### src/rtl/spi_master_ctrl_if.sv
// Bundle between spi_master_ctrl and its surroundings: host request/response,
// SPI pins, and the command port of the companion shift register.
`timescale 1ns/1ps

interface spi_master_ctrl_if #(
  parameter int WIDTH = 8
);
  logic             start;
  logic [WIDTH-1:0] tx_data;
  logic             ready;
  logic             done;
  logic [WIDTH-1:0] rx_data;
  logic             sclk;
  logic             cs_n;
  logic             mosi;
  logic             miso;
  logic [1:0]       sr_mode;
  logic [WIDTH-1:0] sr_pin;
  logic             sr_sin;
  logic [WIDTH-1:0] sr_pout;

  modport master (
    input  start, tx_data, miso, sr_pout,
    output ready, done, rx_data, sclk, cs_n, mosi, sr_mode, sr_pin, sr_sin
  );

  modport slave (
    output start, tx_data, miso, sr_pout,
    input  ready, done, rx_data, sclk, cs_n, mosi, sr_mode, sr_pin, sr_sin
  );
endinterface

### src/rtl/spi_master_ctrl.sv
// SPI mode-0 master sequencer driving an external mode-controlled shift register.
// Define SPI_BURST_EN to keep cs_n low across back-to-back transfers.
`timescale 1ns/1ps

module spi_master_ctrl #(
  parameter int WIDTH   = 8,
  parameter int CLK_DIV = 2
) (
  input  logic                  clk,
  input  logic                  rst_n,
  spi_master_ctrl_if.master     bus_if
);

  localparam int BW = $clog2(WIDTH);
  localparam int DW = $clog2(CLK_DIV + 1);
  localparam logic [BW-1:0] BIT_LAST = BW'(WIDTH - 1);
  localparam logic [DW-1:0] DIV_LAST = DW'(CLK_DIV - 1);

  localparam logic [1:0] MODE_HOLD  = 2'b00;
  localparam logic [1:0] MODE_SHIFT = 2'b10;
  localparam logic [1:0] MODE_LOAD  = 2'b11;

  typedef enum logic [2:0] {IDLE, LOAD, LOW, HIGH, DONE} state_e;

  state_e           state_q, state_d;
  logic [BW-1:0]    bit_q, bit_d;
  logic [DW-1:0]    div_q, div_d;
  logic             ready_q, ready_d;
  logic             done_q, done_d;
  logic             sclk_q, sclk_d;
  logic             cs_n_q, cs_n_d;
  logic [1:0]       sr_mode_q, sr_mode_d;
  logic [WIDTH-1:0] sr_pin_q, sr_pin_d;
  logic             sr_sin_q, sr_sin_d;

  logic accept;
  logic div_end;

  assign accept  = bus_if.start && ready_q;
  assign div_end = (div_q == DIV_LAST);

  // NOTE: sequential state uses non-blocking assignments so every register
  // samples pre-edge values regardless of process ordering.
  always_ff @(posedge clk or negedge rst_n) begin
    if (!rst_n) begin
      state_q   <= IDLE;
      bit_q     <= '0;
      div_q     <= '0;
      ready_q   <= 1'b1;
      done_q    <= 1'b0;
      sclk_q    <= 1'b0;
      cs_n_q    <= 1'b1;
      sr_mode_q <= MODE_HOLD;
      sr_pin_q  <= '0;
      sr_sin_q  <= 1'b0;
    end else begin
      state_q   <= state_d;
      bit_q     <= bit_d;
      div_q     <= div_d;
      ready_q   <= ready_d;
      done_q    <= done_d;
      sclk_q    <= sclk_d;
      cs_n_q    <= cs_n_d;
      sr_mode_q <= sr_mode_d;
      sr_pin_q  <= sr_pin_d;
      sr_sin_q  <= sr_sin_d;
    end
  end

  // DONE lasts two cycles: the final shift settles in the first, the
  // done/ready pulse is visible in the second.
  always_comb begin
    state_d = state_q;
    unique case (state_q)
      IDLE: if (accept) state_d = LOAD;
      LOAD: state_d = LOW;
      LOW:  if (div_end) state_d = HIGH;
      HIGH: if (div_end) state_d = (bit_q == BIT_LAST) ? DONE : LOW;
      DONE: if (div_q != '0) state_d = accept ? LOAD : IDLE;
      default: state_d = IDLE;
    endcase
  end

  // NOTE: every signal gets a default before the case so no path leaves one
  // unassigned, which would otherwise infer a latch.
  always_comb begin
    bit_d     = bit_q;
    div_d     = div_q;
    ready_d   = ready_q;
    done_d    = 1'b0;
    sclk_d    = sclk_q;
    cs_n_d    = cs_n_q;
    sr_mode_d = MODE_HOLD;
    sr_pin_d  = sr_pin_q;
    sr_sin_d  = sr_sin_q;

    unique case (state_q)
      IDLE: begin
        if (accept) begin
          sr_pin_d  = bus_if.tx_data;
          sr_mode_d = MODE_LOAD;
          cs_n_d    = 1'b0;
          ready_d   = 1'b0;
        end
      end
      LOAD: begin
        div_d = '0;
        bit_d = '0;
      end
      LOW: begin
        if (div_end) begin
          div_d    = '0;
          sclk_d   = 1'b1;
          sr_sin_d = bus_if.miso;
        end else begin
          div_d = div_q + 1'b1;
        end
      end
      HIGH: begin
        if (div_end) begin
          div_d     = '0;
          sclk_d    = 1'b0;
          sr_mode_d = MODE_SHIFT;
          if (bit_q != BIT_LAST) begin
            bit_d = bit_q + 1'b1;
          end else begin
`ifdef SPI_BURST_EN
            cs_n_d = 1'b0;
`else
            cs_n_d = 1'b1;
`endif
          end
        end else begin
          div_d = div_q + 1'b1;
        end
      end
      DONE: begin
        if (div_q == '0) begin
          div_d   = DW'(1);
          done_d  = 1'b1;
          ready_d = 1'b1;
        end else if (accept) begin
          sr_pin_d  = bus_if.tx_data;
          sr_mode_d = MODE_LOAD;
          cs_n_d    = 1'b0;
          ready_d   = 1'b0;
        end else begin
          cs_n_d = 1'b1;
        end
      end
      default: ;
    endcase
  end

  assign bus_if.ready   = ready_q;
  assign bus_if.done    = done_q;
  assign bus_if.sclk    = sclk_q;
  assign bus_if.cs_n    = cs_n_q;
  assign bus_if.sr_mode = sr_mode_q;
  assign bus_if.sr_pin  = sr_pin_q;
  assign bus_if.sr_sin  = sr_sin_q;
  assign bus_if.rx_data = bus_if.sr_pout;
  assign bus_if.mosi    = bus_if.sr_pout[WIDTH-1];

endmodule

### src/flat_wrapper.sv
// flat-port wrapper written by rule: the top's interface ports become plain ports
module spi_master_ctrl_flat 
#(
  parameter int WIDTH   = 8,
  parameter int CLK_DIV = 2
)
  (clk, rst_n, bus_if_start, bus_if_tx_data, bus_if_miso, bus_if_sr_pout, bus_if_ready, bus_if_done, bus_if_rx_data, bus_if_sclk, bus_if_cs_n, bus_if_mosi, bus_if_sr_mode, bus_if_sr_pin, bus_if_sr_sin);
  spi_master_ctrl_if #(.WIDTH(WIDTH)) bus_if_i ();
  input  logic clk;
  input  logic rst_n;
  input wire logic [$bits(bus_if_i.start)-1:0] bus_if_start;
  input wire logic [$bits(bus_if_i.tx_data)-1:0] bus_if_tx_data;
  input wire logic [$bits(bus_if_i.miso)-1:0] bus_if_miso;
  input wire logic [$bits(bus_if_i.sr_pout)-1:0] bus_if_sr_pout;
  output wire logic [$bits(bus_if_i.ready)-1:0] bus_if_ready;
  output wire logic [$bits(bus_if_i.done)-1:0] bus_if_done;
  output wire logic [$bits(bus_if_i.rx_data)-1:0] bus_if_rx_data;
  output wire logic [$bits(bus_if_i.sclk)-1:0] bus_if_sclk;
  output wire logic [$bits(bus_if_i.cs_n)-1:0] bus_if_cs_n;
  output wire logic [$bits(bus_if_i.mosi)-1:0] bus_if_mosi;
  output wire logic [$bits(bus_if_i.sr_mode)-1:0] bus_if_sr_mode;
  output wire logic [$bits(bus_if_i.sr_pin)-1:0] bus_if_sr_pin;
  output wire logic [$bits(bus_if_i.sr_sin)-1:0] bus_if_sr_sin;
  assign bus_if_i.start = bus_if_start;
  assign bus_if_i.tx_data = bus_if_tx_data;
  assign bus_if_i.miso = bus_if_miso;
  assign bus_if_i.sr_pout = bus_if_sr_pout;
  assign bus_if_ready = bus_if_i.ready;
  assign bus_if_done = bus_if_i.done;
  assign bus_if_rx_data = bus_if_i.rx_data;
  assign bus_if_sclk = bus_if_i.sclk;
  assign bus_if_cs_n = bus_if_i.cs_n;
  assign bus_if_mosi = bus_if_i.mosi;
  assign bus_if_sr_mode = bus_if_i.sr_mode;
  assign bus_if_sr_pin = bus_if_i.sr_pin;
  assign bus_if_sr_sin = bus_if_i.sr_sin;
  spi_master_ctrl #(.WIDTH(WIDTH), .CLK_DIV(CLK_DIV)) u_core (.clk(clk), .rst_n(rst_n), .bus_if(bus_if_i));
endmodule
### config.mk
export PLATFORM = sky130hd
export DESIGN_NAME = spi_master_ctrl_flat
export DESIGN_NICKNAME = d
export VERILOG_FILES = /design/src/rtl/spi_master_ctrl_if.sv /design/src/rtl/spi_master_ctrl.sv /design/src/flat_wrapper.sv
export SDC_FILE = /design/constraint.sdc
export NUM_CORES = 1
export LEC_CHECK = 0
export CORE_MARGIN = 2
export CORE_UTILIZATION = 40
export DETAILED_ROUTE_END_ITERATION = 6
export PLACE_DENSITY_LB_ADDON = 0.2
export SLEW_MARGIN = 20
export SYNTH_ARGS = -nofsm -noshare
export SYNTH_HDL_FRONTEND = slang
export SYNTH_SLANG_ARGS = --single-unit
### constraint.sdc
create_clock -name clk -period 2 [get_ports clk]
set_clock_uncertainty 0.2 [all_clocks]
set_input_delay 0.4 -clock clk [delete_from_list [all_inputs] [get_ports clk]]
set_output_delay 0.4 -clock clk [all_outputs]
set_load 0.1 [all_outputs]
==> summary.txt, run 1 <==
Status: finished, final reports clean
PD cells: 1468 mW/mm2
Total grt overflow: 0
Slew HR: 0.6884
Die Y-Extent: 56.23 um
WL final: 1.912 mm
Worst endpoint required time: 2.04 ns
Synth cell count leaders: 21 x dfrtp_1, 9 x buf_4, 8 x mux2_4
LEAKAGE: 0.7365 nW
I/O Buffers: 26
I/O Pins: 44
Floorplan die width: 56.23 um
Clk buf depth: 2
RSZ-0062 raised after global routing: false
Clock transition at path regs: 0.12 ns
Post-synth top area share: 0.4817
Final nets: 135
HPWL Detailed: 1.448 mm
Ys Warns: 0
Routability cong.: 0.7802
Die area: 0.003161 mm2
CTS Buf Count: 3
Pre-CTS setup slack: -0.01742 ns
Gr usage total: 0.1363
Post-synth ARST share: 1.000
Post-Synthesis Cells: 87
Worst path most repeated cell: ha_1
# diodes: 0
Final std cell area, no fill: 0.001540 mm2
Crit path cell chain: ha_1 > ha_1 > nor4_1 > mux2_2
Peak supply drop: 1.027 mV
Fin crit period: 1.781 ns
Final Hold Fails: 0
Worst Hold Class: primary input to async pin
Final worst slack: 0.2187 ns
Maxcap violations: 0
Mean post-synth cell area: 12.54 um2
Post-route setup TNS: 0 ns
CP Max Fanout: 4
Cell area after placement: 0.001514 mm2
Period utilisation layout: 0.8906
EDFF count, synth: 0
Max stage delay cell, worst path: nor4_1
Footprint of the multi-input gates: 411.6 um2
Core area: 0.002522 mm2
Dpl cells: 138
Total design power: 2.260 mW
Yosys reg bits: 23
Layout cells sized above 1: 0.3661
Antenna violations before repair: 0
Fmax: 561.4 MHz
Vias per inst: 4.944
Num rows: 18
Critical path class: flip-flop to flip-flop
Syn Nets: 109
Clk root buf: clkbuf_4
Clock Sinks: 23
CTS H-tree depth: 1
DRT iter0 DRCs: 12
Post-CTS setup buffer count: 0
Post-synth top area cell: dfrtp_1
CP startpoint kind: flip-flop
Slew Limit Fails: 0
First-pass GRT wire length: 3.374 mm
Register Area: 581.8 um2
Count of cell types in the netlist: 34
Initial Util: 0.4325
Post_cts resized: 0
WL/cell: 13.46 um
Vias in the first global route: 693
Area Growth Syn to Fin: 41.17%
Post-synthesis cell area: 0.001091 mm2
Cell with the most instances after synthesis: dfrtp_1
Largest net degree at the start of global routing: 24
Utilization after layout: 0.6106
Drt pass-1 iters: 4
Drt drc: 0
Hold_buf cts: 0
Primary FF master, synth: dfrtp_1
Least-Margin Pin Slew: 0.4631 ns
Top cells by area, synth: dfrtp_1 48%, mux2_4 11%, buf_4 6.2%
DR vias: 702
Crit. End Element: flip-flop
CTS tree: built
Worst path arrival time: 1.82 ns
Hold Slack: 0.2337 ns
Setup Viol. Count Final: 0
Register area share after synthesis: 0.5298
# fillers: 212
Post-route ant nets: 0
Worst skew pair latency: 0.30 ns
CP max stage delay: 0.45 ns
Final std cells w/o fill: 142
## layout by cell type, fill, tap and decap left out, types with 2 or more instances in the layout
| cell | n |
|---|---|
| o21a_1 | 2 |
| a22o_1 | 2 |
| mux2_2 | 2 |
| o21ai_0 | 3 |
| dfrtp_1 | 21 |
| clkbuf_4 | 3 |
| buf_4 | 6 |
| nand2b_1 | 2 |
| nand2_1 | 6 |
| buf_12 | 16 |
| nor2_1 | 3 |
| mux2_4 | 8 |
| clkdlybuf4s50_1 | 11 |
| nor4_1 | 2 |
| ha_1 | 2 |
| inv_1 | 2 |
## registers in the layout (all words and copies together) (netlist names)
name                   cells
u_core.bit_q               3
u_core.state_q             3
u_core.bus_if.done         1
u_core.bus_if.ready        1
u_core.bus_if.cs_n         1
u_core.bus_if.sr_sin       1
u_core.div_q               2
u_core.bus_if.sclk         1
u_core.bus_if.sr_pin       8
u_core.bus_if.sr_mode      2
## where the power goes
part           internal, mW  switching, mW
Sequential            0.612          0.139
Clock                0.0775          0.127
Combinational         0.529          0.775
Total                  1.22           1.04
## cell type report
type | instances | share of cell area
Tap cell | 30 | 0.02437
Inverter | 2 | 0.004874
Timing Repair Buffer | 33 | 0.3087
Multi-Input combinational cell | 50 | 0.2673
Clock buffer | 4 | 0.01706
Sequential cell | 23 | 0.3777
## path summary, 6_finish.rpt
kind                                             start                                  end  slack [ns]  cells past startpoint
max reg2reg                u_core.bit_q[0]$_DFFE_PN0P_          u_core.bit_q[0]$_DFFE_PN0P_        0.22                      4
min in group clk           u_core.bit_q[1]$_DFFE_PN0P_          u_core.bit_q[1]$_DFFE_PN0P_        0.32                      1
min reg2reg                u_core.bit_q[1]$_DFFE_PN0P_          u_core.bit_q[1]$_DFFE_PN0P_        0.32                      1
max in group asynchronous                        rst_n      u_core.bus_if.ready$_DFFE_PN1P_        1.07                      2
min                                              rst_n  u_core.bus_if.sr_pin[6]$_DFFE_PN0P_        0.23                      2
max                        u_core.bit_q[0]$_DFFE_PN0P_          u_core.bit_q[0]$_DFFE_PN0P_        0.22                      4
## critical path, delay by kind of cell (launching register included)
family | cells | cell delay [ns]
DFF | 1 | 0.40
and+or+nand+nor | 1 | 0.45
muxes | 1 | 0.24
adders and majority gates | 2 | 0.43
## layer usage
layer	vias to the layer above	track usage	share of wire
li1	341	-	-
met1	341	0.1941	0.45
met2	14	0.2017	0.49
met3	6	0.02326	0.047
met4	0	0.06122	0.013
met5	-	0	0
## logic make-up (layout without fill, tap and decap cells)
kind of cell | Yosys count | count (layout) | synth area share
AO/OA/AOI/OAI | 13 | 13 | 0.08257
adder cells (fa/ha/maj) | 2 | 2 | 0.02293
flip-flops | 23 | 23 | 0.5298
XOR/XNOR | 1 | 1 | 0.008029
multiplexers | 11 | 11 | 0.1399
buffers and inverters | 14 | 39 | 0.09288
AND/OR/NAND/NOR | 23 | 23 | 0.1239
Power figures use the tool's default switching activity.
==> run 2: changes to the inputs <==
--- a/config.mk
+++ b/config.mk
@@ -6,9 +6,10 @@
 export NUM_CORES = 1
 export LEC_CHECK = 0
 export CORE_MARGIN = 2
-export CORE_UTILIZATION = 40
+export CORE_UTILIZATION = 38
 export DETAILED_ROUTE_END_ITERATION = 6
 export PLACE_DENSITY_LB_ADDON = 0.2
+export SETUP_SLACK_MARGIN = 0.4
 export SLEW_MARGIN = 20
 export SYNTH_ARGS = -nofsm -noshare
 export SYNTH_HDL_FRONTEND = slang
==> constraint.sdc (replaced) <==
create_clock -name clk -period 1.6 [get_ports clk]
set_clock_uncertainty 0.2 [all_clocks]
set_input_delay 0.32 -clock clk [delete_from_list [all_inputs] [get_ports clk]]
set_output_delay 0.32 -clock clk [all_outputs]
set_load 0.1 [all_outputs]
==> summary.txt, run 2 (same netlist as run 1, synthesis figures left out) <==
I/O Pins: 44
Worst path arrival time: 1.22 ns
Clock Sinks: 23
Critical path class: flip-flop to output pin
Worst Hold Class: primary input to async pin
WL/cell: 14.54 um
Worst skew pair latency: 0.31 ns
LEAKAGE: 0.8661 nW
Status: complete, but fails checks
Peak supply drop: 1.257 mV
CP Launch Point: u_core.bus_if.ready$_DFFE_PN1P_
Final worst slack: -0.1433 ns
Crit path cell chain: buf_6 > buf_12
CP max stage delay: 0.65 ns
Total design power: 3.279 mW
Clk buf depth: 2
Clock transition at path regs: 0.13 ns
Vias in the first global route: 814
Slew Limit Fails: 0
Area Growth Syn to Fin: 68.00%
Drt pass-1 iters: 6
WL final: 2.327 mm
Fraction of power spent switching nets: 0.4500
Total grt overflow: 0
CTS Buf Count: 3
Worst endpoint required time: 1.08 ns
Drt drc: 0
Core area: 0.002734 mm2
Die Y-Extent: 57.59 um
Period utilisation layout: 1.090
R2R Path End: u_core.bus_if.sr_pin[6]$_DFFE_PN0P_
Clk root buf: clkbuf_4
Reg2Reg Setup Slack: -0.11 ns
Fmax: 573.6 MHz
CP Max Fanout: 2
Failing checks: setup timing
Pre-CTS setup slack: -0.3092 ns
# diodes: 0
Largest net degree at the start of global routing: 24
CP startpoint kind: flip-flop
Vias per inst: 4.956
CTS H-tree depth: 1
Logic pwr share: 0.630
CTS tree: built
Num rows: 19
Setup Viol. Count Final: 11
Post-route ant nets: 0
Max stage delay cell, worst path: dfstp_4
Final nets: 152
Crit. End Element: output pin
RSZ-0062 raised after global routing: true
Floorplan die width: 57.59 um
Hold_buf cts: 0
First-pass GRT wire length: 3.767 mm
DRT iter0 DRCs: 14
Most frequent cells in the layout: 17 x buf_12, 16 x dfrtp_1, 13 x buf_4
PD cells: 1789 mW/mm2
DR vias: 793
Clock Power Share: 0.083
Antenna violations before repair: 0
Gr usage total: 0.1478
I/O Buffers: 26
HPWL Detailed: 1.541 mm
Pint: 1.804 mW
Slew HR: 0.8189
Max reg flops: 8
Sw power: 1.476 mW
Final Hold Fails: 0
Worst reg2reg startpoint: u_core.bus_if.ready$_DFFE_PN1P_
R2R cell count: 4
Most common cell after layout, fill and taps aside: buf_12
Maxcap violations: 0
Fin crit period: 1.743 ns
CP Buf/Inv Count: 2
Least-Margin Pin Slew: 0.2696 ns
Initial Util: 0.3991
Die area: 0.003316 mm2
Layout cells sized above 1: 0.6279
Delay-heaviest family, CP: flip-flops
Routability cong.: 0.7556
Sequential Power Share: 0.286
run 2: cell types whose count changed in the layout (fill, tap and decap cells not counted), sizes merged:
cell    previous run  this run
buf               22        39
clkbuf             4         3
clkinv             0         1
run 2: worst max path at each step:
stage | cells past startpoint | end | slack [ns]
2_1_floorplan | 4 | u_core.bus_if.sr_pin[0]$_DFFE_PN0P_ | -0.29
3_3_place_gp | 5 | u_core.bus_if.sr_pin[1]$_DFFE_PN0P_ | -0.30
3_5_place_dp | 5 | u_core.bus_if.sr_pin[6]$_DFFE_PN0P_ | -0.31
4_1_cts | 2 | bus_if_ready | -0.16
5_1_grt | 2 | bus_if_ready | -0.19
6_report | 2 | bus_if_ready | -0.14
run 2: final cells by class:
| cell class | count | area, um2 |
|---|---|---|
| clock buffer | 3 | 22.52 |
| clock inverter | 1 | 5.005 |
| fill | 204 | 900.9 |
| inverter | 2 | 7.507 |
| multi-input combinational | 50 | 518.0 |
| sequential | 23 | 591.8 |
| tap | 31 | 38.79 |
| timing repair buffer | 50 | 649.4 |
run 2: worst reg2reg max path: stages (launching register included):
cell and delay, ns:
dfstp_4 0.65, nand3_2 0.08, or2_4 0.24, buf_12 0.15
mux2_4 0.30
run 2: per-layer routing:
layer | part of all wire | vias to the layer above | global-route usage
met4 | 0.0064 | 0 | 0.06645
met2 | 0.53 | 13 | 0.2240
met5 | 0 | - | 0
met1 | 0.42 | 402 | 0.2058
met3 | 0.043 | 2 | 0.02721
li1 | - | 376 | -
run 2: power groups by stage:
stage / clock, mW / combinational (mW) / sequential, mW
floorplan: 0 / 0.613 / 1.59
global placement: 0 / 1.76 / 0.937
detailed placement: 0 / 1.79 / 0.945
CTS: 0.288 / 1.94 / 0.942
global route: 0.310 / 2.17 / 0.962
finish: 0.274 / 2.07 / 0.939
run 2: through the flow:
step	util	std cells	area (um2)	hold WS (ns)	setup TNS, ns
after floorplan	-	87	1156	-0.1756	-2.413
after global placement	0.5941	145	1624	0.3046	-2.467
after detailed placement	0.5941	145	1624	0.3239	-2.490
final	0.6705	160	1833	0.1392	-1.022
after global routing	0.6705	160	1833	0.1373	-1.647
after CTS	0.6403	155	1750	0.1346	-1.085
run 2: repair_timing:
item	CTS	global route
endpoints found under the setup margin	35	38
pin swaps	5	6
setup buffers	6	5
gates resized for setup	17	9
